<file path="src/rtl/bist_pkg.sv">
// Shared encodings, default constants and helpers for the BIST session controller.
package bist_pkg;

    localparam int unsigned CNT_W       = 8;
    localparam int unsigned N_RUNS_DEF  = 4;
    localparam int unsigned TIMEOUT_DEF = 1024;

    typedef enum logic [2:0] {
        ST_IDLE     = 3'd0,
        ST_START    = 3'd1,
        ST_WAIT_END = 3'd2,
        ST_WAIT_LOW = 3'd3,
        ST_DONE     = 3'd4
    } state_e;

    // Saturating increment so the failure counter never wraps.
    function automatic logic [CNT_W-1:0] sat_inc(input logic [CNT_W-1:0] v);
        return (v == {CNT_W{1'b1}}) ? v : v + CNT_W'(1);
    endfunction

endpackage

</file>
<file path="src/rtl/bist_wdog.sv">
// Cycle watchdog: counts enabled cycles since the last clear, flags TIMEOUT reached.
module bist_wdog
    import bist_pkg::*;
#(
    parameter int unsigned TIMEOUT = TIMEOUT_DEF
) (
    input  logic clk,
    input  logic rst_n,
    input  logic clear,
    input  logic enable,
    output logic expired
);

    localparam int unsigned CW = $clog2(TIMEOUT + 1);

    logic [CW-1:0] count_q, count_d;
    logic          expired_q, expired_d;

    // expired_q mirrors count_q, so a state entering at count 0 times out on its TIMEOUT-th cycle.
    always_comb begin
        count_d = count_q;
        if (clear) begin
            count_d = '0;
        end else if (enable && !expired_q) begin
            count_d = count_q + CW'(1);
        end
        expired_d = (count_d >= CW'(TIMEOUT - 1));
    end

    always_ff @(posedge clk or negedge rst_n) begin
        if (!rst_n) begin
            count_q   <= '0;
            expired_q <= 1'b0;
        end else begin
            count_q   <= count_d;
            expired_q <= expired_d;
        end
    end

    assign expired = expired_q;

endmodule

</file>
<file path="src/rtl/bist_session_ctrl.sv">
// Sequences N_RUNS back-to-back BIST sessions per go, tallies failures and guards each wait.
module bist_session_ctrl
    import bist_pkg::*;
#(
    parameter int unsigned N_RUNS  = N_RUNS_DEF,
    parameter int unsigned TIMEOUT = TIMEOUT_DEF
) (
    input  logic             CLK,
    input  logic             RST,
    input  logic             go,
    input  logic             abort,
    input  logic             bist_end,
    input  logic             pass_fail,
    output logic             bist_start,
    output logic             busy,
    output logic             done,
    output logic [CNT_W-1:0] run_idx,
    output logic [CNT_W-1:0] fail_cnt,
    output logic             result_ok,
    output logic             timeout_err
);

    state_e           state_q, state_d;
    logic             bist_end_q, pass_q;
    logic             bist_start_q, bist_start_d;
    logic             busy_q, busy_d;
    logic             done_q, done_d;
    logic [CNT_W-1:0] run_idx_q, run_idx_d;
    logic [CNT_W-1:0] fail_cnt_q, fail_cnt_d;
    logic             result_ok_q, result_ok_d;
    logic             timeout_err_q, timeout_err_d;
    logic             wd_clear, wd_enable, wd_expired;

    always_comb begin
        state_d       = state_q;
        run_idx_d     = run_idx_q;
        fail_cnt_d    = fail_cnt_q;
        result_ok_d   = result_ok_q;
        timeout_err_d = timeout_err_q;

        case (state_q)
            ST_IDLE: begin
                if (go && !abort) begin
                    state_d       = ST_START;
                    run_idx_d     = '0;
                    fail_cnt_d    = '0;
                    result_ok_d   = 1'b0;
                    timeout_err_d = 1'b0;
                end
            end
            ST_START: state_d = ST_WAIT_END;
            ST_WAIT_END: begin
                // A level already high on entry counts as the end edge.
                if (bist_end_q) begin
                    if (!pass_q) begin
                        fail_cnt_d = sat_inc(fail_cnt_q);
                    end
                    state_d = ST_WAIT_LOW;
                end else if (wd_expired) begin
                    timeout_err_d = 1'b1;
                    state_d       = ST_DONE;
                end
            end
            ST_WAIT_LOW: begin
                if (!bist_end_q) begin
                    if (run_idx_q == CNT_W'(N_RUNS - 1)) begin
                        state_d = ST_DONE;
                    end else begin
                        run_idx_d = run_idx_q + CNT_W'(1);
                        state_d   = ST_START;
                    end
                end else if (wd_expired) begin
                    timeout_err_d = 1'b1;
                    state_d       = ST_DONE;
                end
            end
            ST_DONE: state_d = ST_IDLE;
            default: state_d = ST_IDLE;
        endcase

        if (state_d == ST_DONE) begin
            result_ok_d = (fail_cnt_d == '0) && !timeout_err_d;
        end

        // Abort wins over every other event and freezes the campaign counters.
        if (abort && (state_q != ST_IDLE)) begin
            state_d       = ST_IDLE;
            run_idx_d     = run_idx_q;
            fail_cnt_d    = fail_cnt_q;
            timeout_err_d = timeout_err_q;
            result_ok_d   = 1'b0;
        end

        bist_start_d = (state_d == ST_START);
        busy_d       = (state_d == ST_START) || (state_d == ST_WAIT_END) || (state_d == ST_WAIT_LOW);
        done_d       = (state_d == ST_DONE);
        wd_clear     = (state_d != state_q);
        wd_enable    = (state_q == ST_WAIT_END) || (state_q == ST_WAIT_LOW);
    end

    // bist_end/pass_fail pass through an input flop, giving the 2-cycle fall-to-start latency.
    always_ff @(posedge CLK or negedge RST) begin
        if (!RST) begin
            state_q       <= ST_IDLE;
            bist_end_q    <= 1'b0;
            pass_q        <= 1'b0;
            bist_start_q  <= 1'b0;
            busy_q        <= 1'b0;
            done_q        <= 1'b0;
            run_idx_q     <= '0;
            fail_cnt_q    <= '0;
            result_ok_q   <= 1'b0;
            timeout_err_q <= 1'b0;
        end else begin
            state_q       <= state_d;
            bist_end_q    <= bist_end;
            pass_q        <= pass_fail;
            bist_start_q  <= bist_start_d;
            busy_q        <= busy_d;
            done_q        <= done_d;
            run_idx_q     <= run_idx_d;
            fail_cnt_q    <= fail_cnt_d;
            result_ok_q   <= result_ok_d;
            timeout_err_q <= timeout_err_d;
        end
    end

    bist_wdog #(
        .TIMEOUT (TIMEOUT)
    ) u_wdog (
        .clk     (CLK),
        .rst_n   (RST),
        .clear   (wd_clear),
        .enable  (wd_enable),
        .expired (wd_expired)
    );

    assign bist_start  = bist_start_q;
    assign busy        = busy_q;
    assign done        = done_q;
    assign run_idx     = run_idx_q;
    assign fail_cnt    = fail_cnt_q;
    assign result_ok   = result_ok_q;
    assign timeout_err = timeout_err_q;

endmodule
</file>
<file path="config.mk">
export PLATFORM = sky130hd
export DESIGN_NAME = bist_session_ctrl
export DESIGN_NICKNAME = d
export VERILOG_FILES = /design/src/rtl/bist_pkg.sv /design/src/rtl/bist_wdog.sv /design/src/rtl/bist_session_ctrl.sv
export SDC_FILE = /design/constraint.sdc
export NUM_CORES = 1
export LEC_CHECK = 0
export ABC_AREA = 1
export CAP_MARGIN = 20
export CORE_MARGIN = 3
export CORE_UTILIZATION = 25
export CTS_CLUSTER_DIAMETER = 40
export DETAILED_ROUTE_END_ITERATION = 10
export SLEW_MARGIN = 20
export SYNTH_ARGS = -nofsm -noshare
export SYNTH_HDL_FRONTEND = slang
export SYNTH_SLANG_ARGS = --single-unit
</file>
<file path="constraint.sdc">
create_clock -name CLK -period 1.9 [get_ports CLK]
set_input_delay 0.19 -clock CLK [delete_from_list [all_inputs] [get_ports CLK]]
set_output_delay 0.19 -clock CLK [all_outputs]
set_load 0.02 [all_outputs]
</file>
* Word level (Yosys, flattened, before mapping)
Cells that the tools add are included.
** Storage, ports and cells
- Register bits :: 38
- Bits in latches :: 0
- Memory bits (writable) :: 0
- ROM bits :: 0
- Word-level logic and storage cells :: 76
- Memories :: 0
** Cells by class
- Add/sub/neg operators :: 3
- $mul :: 0
- Div/mod/pow operators :: 0
- $lt $le $gt $ge :: 1
- Eq/ne operators :: 14
- Shift operators :: 0
- Multiplexer cells :: 27
- Bitwise operators :: 1
- Reduce and logical (&&, ||, !) cells :: 18
** Operators by type and width (number)
- $mux 8 :: 7
- $pmux 8 s2 :: 2
- $mux 11 :: 2
- $mux 3 :: 6
- $add 8x1->8 const B :: 2
- $eq 3x2->1 const B :: 4
- $pmux 3 s4 :: 1
- $add 11x1->11 const B :: 1
- $ge 11x10->1 const B :: 1
- $reduce_bool 3->1 :: 3
- $eq 8x2->1 const B :: 1
- $eq 8x8->1 const B :: 1
- $logic_not 8->1 :: 1
- $mux 1 :: 8
- $eq 3x1->1 const B :: 2
- $eq 3x3->1 const B :: 2
- $ne 2x2->1 const B :: 3
- $reduce_and 5->1 :: 1
- $logic_and 1x1->1 :: 4
- $logic_not 1->1 :: 3
- $logic_not 3->1 :: 1
- $logic_or 1x1->1 :: 3
- $ne 3x3->1 :: 1
- $pmux 1 s3 :: 1
- other kinds (3) :: 3

* Depth between registers and ports, before layout
Gate-level depths: netlist of run 1.
- Depth after elaboration :: 9
- Gate-level depth with buffers :: 15
- Gate-level depth less buffers :: 14

* By module
A second synthesis of run 1 with hierarchy kept.
** Second synthesis, totals
- Cell total of the unflattened synthesis :: 349
- Area, all modules :: 2396.0 µm²
** By module, submodules not included
- bist_session_ctrl :: instances 1, cells an instance 247, area an instance 1677.9 µm², sequential area each 650.6 µm²
- bist_wdog :: instances 1, cells an instance 102, area an instance 718.2 µm², sequential area each 300.3 µm²

* Worst setup path before layout of run 1
Ideal clock, no wire load.
- Path kind :: reg-to-reg
- Start :: reg fail_cnt_q[0], in the netlist fail_cnt[0]
- End :: reg result_ok_q, in the netlist result_ok
- Setup time :: 0.083 ns
- Data arrival time :: 1.668 ns
- Required time :: 1.817 ns
- Path slack :: 0.149 ns
- Stages on the path, launching flop included :: 12
- Period minus slack after synthesis :: 1.751 ns
- Cells stage by stage :: dfrtp_1 > ha_1 > nand2_1 > inv_1 > nand4_1 > nand2_1 > nor2_1 > nand2_1 > nand3_1 > nand2_1 > nand3b_1 > o21ai_0
** Between the ends
- Word-level cells in the longest chain between the ends :: 9
- Elaborated cells on any way between the ends :: 11
- Classes of those cells :: add/sub: 1; eq/ne: 1; mux: 7; reduce/logical: 2
** Ends and longest elaborated chain
- start: declaration :: RTL line bist_session_ctrl.sv:29 : logic [CNT_W-1:0] fail_cnt_q, fail_cnt_d;
- start signal: assignment :: RTL line bist_session_ctrl.sv:122 : fail_cnt_q <= fail_cnt_d;
- $add 8x1->8 / $eq 8x8->1 (equally long branches) :: RTL line bist_pkg.sv:18 : return (v == {CNT_W{1'b1}}) ? v : v + CNT_W'(1);
- $mux 8 :: RTL line bist_pkg.sv:18
- $mux 8 :: RTL line bist_session_ctrl.sv:55 : if (!pass_q) begin
- $mux 8 :: RTL line bist_session_ctrl.sv:54 : if (bist_end_q) begin
- $pmux 8 s2 * :: RTL line bist_session_ctrl.sv:41 : case (state_q)
- $logic_not 8->1 * :: RTL line bist_session_ctrl.sv:82 : result_ok_d = (fail_cnt_d == '0) && !timeout_err_d;
- $logic_and 1x1->1 * :: RTL line bist_session_ctrl.sv:82
- $mux 1 * :: RTL line bist_session_ctrl.sv:81 : if (state_d == ST_DONE) begin
- $mux 1 * :: RTL line bist_session_ctrl.sv:86 : if (abort && (state_q != ST_IDLE)) begin
- end signal: assignment :: RTL line bist_session_ctrl.sv:123 : result_ok_q <= result_ok_d;
- end: declaration :: RTL line bist_session_ctrl.sv:30 : logic result_ok_q, result_ok_d;
Mark *: on every way between the ends. The rest lies on a longest branch, timed or not.
A chain may end at the register's enable or synchronous reset.

* Final worst setup path of run 1
- Start :: reg state_q[0]
- End :: reg run_idx_q[4], in the netlist run_idx[4]
** Between the ends
- Word-level cells in the longest chain between the ends :: 4
- Elaborated cells on any way between the ends :: 11
- Classes of those cells :: eq/ne: 4; mux: 1; bitwise: 1; reduce/logical: 5
** Ends and longest elaborated chain
- start: declaration :: RTL line bist_session_ctrl.sv:23 : state_e state_q, state_d;
- start signal: assignment :: RTL line bist_session_ctrl.sv:115 : state_q <= state_d;
- parallel branches: the longest is 4 deep, another holds $reduce_and 5->1
- end signal: assignment :: RTL line bist_session_ctrl.sv:121 : run_idx_q <= run_idx_d;
- end: declaration :: RTL line bist_session_ctrl.sv:28 : logic [CNT_W-1:0] run_idx_q, run_idx_d;
Several ways; the timed one is not identified.

==> impl_metrics.yaml, run 1 <==
run_status:
  outcome: "completed"
routing:
  firstDrtPassIters: 4
  ant_nets: 0
  drt_wl_total_um: 5890
  wl_per_cell_um: 11.4
  drt_iter0_drc: 127
  vias: 2295
  drc: 0
  via_per_inst: 4.45
sta:
  finalHoldViolations: 0
  clock_skew_ns: 0.00981
  min_period_ns: 1.76
  fmax_mhz: 569
  setup_violations: 0
  final_max_slew_viol_count: 0
  rsz0062_at_grt: "yes"
  hold_ws_ns: 0.336
  maxSlewHeadroom_pct: 66.6
  worst_pin_slew_ns: 0.501
  finalCritPeriodShare_pct: 92.5
final_layout:
  multi_input_area_um2: 1240
  fill_cells: 943
  register_area_um2: 953
  syn2layout_area_growth_pct: 29.3
  nets: 398
  n_antenna_cell: 0
  drive_above_1_share_pct: 14.9
clock_network:
  cts_tree: "built"
  cts_buffer_depth: 2
  path_clk_slew_ns: 0.08
  cts_buffers: 5
  cts_root_buf: "clkbuf_8"
  h-tree-depth: 2
  insertion_delay_ns: 0.29
  clock-sinks: 38
synth:
  ys_async_sr_fraction_pct: 100
  yosysSeqAreaShare_pct: 40.1
  synth_edf_count: 0
  ys_seq_elements: 38
  synth.distinct_cells: 28
  yosysTopAreaCell: "dfrtp_1"
  ys.flop_type: "dfrtp_1"
  synth_area_um2: 2370
  synth_warnings: 0
  synth_area_leaders: "dfrtp_1 (40%), nand2_1 (14%), inv_1 (7.4%)"
  syn_inst: 341
  synth.top_cell.area_share_pct: 40.1
  syn_nets: 350
  syn_avg_cell_area_um2: 6.95
min_path:
  hp-start: "bist_end"
  hold_path.class: "input port to register"
  min_path_cells: 1
  holdPathEnd: "bist_end_q"
global_routing:
  grtUsageTotal_pct: 11.7
  grt_pass1_vias: 2210
  grt_max_degree: 39
  grtUsageMet2_pct: 20.0
  busiest_layer: "met2"
  grt_pass1_wl_um: 10000
  use_met3_pct: 1.95
  met1_usage_pct: 15.0
  grt-ovfl-total: 0
  grt_antenna_before_repair: 0
critical_path:
  r2r_start: "state_q[0]"
  crit_start: "state_q[0]"
  worstSetupStartpointType: "register"
  endpoint_kind: "register"
  cp.arrival_ns: 1.99
  worst-r2r-cell-count: 13
  rr_endpoint: "run_idx[4]"
  critPathKind: "register to register"
  rrSetupSlack_ns: 0.14
  crit_fanout: 6
  critPathRequiredTime_ns: 2.13
floorplan:
  die_w_um: 103
  rows: 34
  core_area_um2: 8980
  die_y_um: 103
  num_io_pins: 27
  die_area_um2: 10700
  start_util_pct: 26.4
pwr:
  power_mw: 3.70
  p_leak_nw: 1.44
  p_per_area_nw_per_um2: 1210
  peakVddDrop_mv: 0.471
placement:
  hpwl_um: 4340
  gp_congestion: 0.894
  port_buffers: 26
run:
  drv_cap: 0
synth_stat cells (2+ instances only):
| master | n |
|---|---|
| inv_2 | 4 |
| nor3_1 | 9 |
| nor2_1 | 44 |
| inv_1 | 47 |
| o21ai_0 | 22 |
| buf_4 | 2 |
| nand2_2 | 6 |
| a31oi_1 | 2 |
| dfrtp_1 | 38 |
| nor2_2 | 4 |
| nand2_1 | 90 |
| nand3b_1 | 3 |
| o21a_1 | 2 |
| nand3_1 | 32 |
| nand4_1 | 5 |
| nor2_4 | 2 |
| a21oi_1 | 7 |
| xor2_1 | 10 |
| ha_1 | 3 |
flip-flops by register name, summed over array words and instances (netlist names):
register / count
state_q: 3
pass_q: 1
u_wdog.count_q: 11
bist_start: 1
u_wdog.expired: 1
bist_end_q: 1
result_ok: 1
busy: 1
run_idx: 8
done: 1
fail_cnt: 8
timeout_err: 1
metrics by stage:
step | util, % | worst slack [ns] | cell area, um^2 | cells | TNS [ns]
floorplan | - | 0.149 | 2370 | 341 | 0
CTS | 33.3 | 0.0143 | 2990 | 513 | 0
detailed placement | 31.9 | -0.0170 | 2870 | 504 | -0.0170
global placement | 31.9 | -0.00248 | 2870 | 504 | -0.00248
finish | 34.1 | 0.142 | 3060 | 516 | 0
global route | 34.1 | -0.0686 | 3060 | 516 | -0.0823
cell families (layout without fill, tap and decap cells):
family | Yosys count | in the layout | share of synthesized area [%]
compound gates | 35 | 35 | 7.87
xor+xnor | 10 | 10 | 3.70
fa+ha+maj | 3 | 3 | 1.58
buf+inv | 56 | 105 | 9.56
flops | 38 | 38 | 40.1
simple gates | 199 | 199 | 37.2
per-layer routing:
layer  vias up  part of all wire [%]
met5         -                     0
met4         0                   1.2
met3         5                   3.4
met2        48                    49
met1      1068                    46
li1       1174                     -
final cells by class:
| type | instances | share of cell area [%] |
|---|---|---|
| Clock buffer | 5 | 2.25 |
| Clock inverter | 3 | 1.31 |
| Inverter | 51 | 6.25 |
| Multi-Input combinational cell | 247 | 40.6 |
| Sequential cell | 38 | 31.1 |
| Tap cell | 126 | 5.14 |
| Timing Repair Buffer | 46 | 13.3 |
worst max path at each step:
stage / depth (start not counted) / slack, ns / end
final: 13 / 0.14 / run_idx[4]
after global routing: 12 / -0.07 / result_ok
after CTS: 12 / 0.01 / result_ok
after detailed placement: 12 / -0.02 / result_ok
after global placement: 12 / -0.002 / result_ok
after floorplan: 11 / 0.15 / result_ok
report_power, final:
group,internal (mW),switching (mW),leakage (nW)
Combinational,0.717,1.14,0.874
Sequential,0.978,0.173,0.507
Clock,0.387,0.301,0.0579
cell usage in the layout, fill, tap and decap left out:
master / netlist / routed
a21oi_1: 7 / 7
a31oi_1: 2 / 2
buf_2: 1 / 1
buf_4: 2 / 19
bufinv_16: 0 / 1
clkbuf_8: 0 / 5
clkdlybuf4s50_1: 0 / 25
clkinv_2: 0 / 2
dfrtp_1: 38 / 36
dfrtp_2: 0 / 2
dlygate4sd3_1: 0 / 1
ha_1: 3 / 1
ha_2: 0 / 1
ha_4: 0 / 1
inv_1: 47 / 46
inv_2: 4 / 5
nand2_1: 90 / 88
nand2_2: 6 / 7
nand2_4: 1 / 2
nand3_1: 32 / 31
nand3_2: 1 / 2
nand3b_1: 3 / 3
nand4_1: 5 / 5
nor2_1: 44 / 41
nor2_2: 4 / 4
nor2_4: 2 / 5
nor3_1: 9 / 9
nor4_1: 1 / 1
o21a_1: 2 / 2
o21ai_0: 22 / 20
o21ai_1: 1 / 3
o41ai_1: 1 / 1
or2_2: 1 / 1
xor2_1: 10 / 10
worst max-delay path, stage by stage, from the launching register on:
cell,delay [ns]
dfrtp_2,0.46
inv_1,0.13
nand2_1,0.09
nor2_2,0.12
nand2_1,0.07
nand2_1,0.06
nor2_1,0.04
nand2_2,0.07
nand2_4,0.08
nor2_4,0.14
nand3_1,0.12
o21ai_0,0.18
nand2_1,0.06
nor2_1,0.07
repair_timing:
item	CTS	global route
buffers inserted	0	3
endpoints found under the hold margin	38	0
pin swaps	0	4
hold buffers	1	0
endpoints found under the setup margin	1	13
resized for setup	1	17
Note: power is estimated with default switching activity, not from simulation.
==> run 2, diff against run 1 <==
CAP_MARGIN = 0   (was 20)
==> results of run 2 <==
Same layout as run 1: the final DEF is identical, and so are final timing and power.
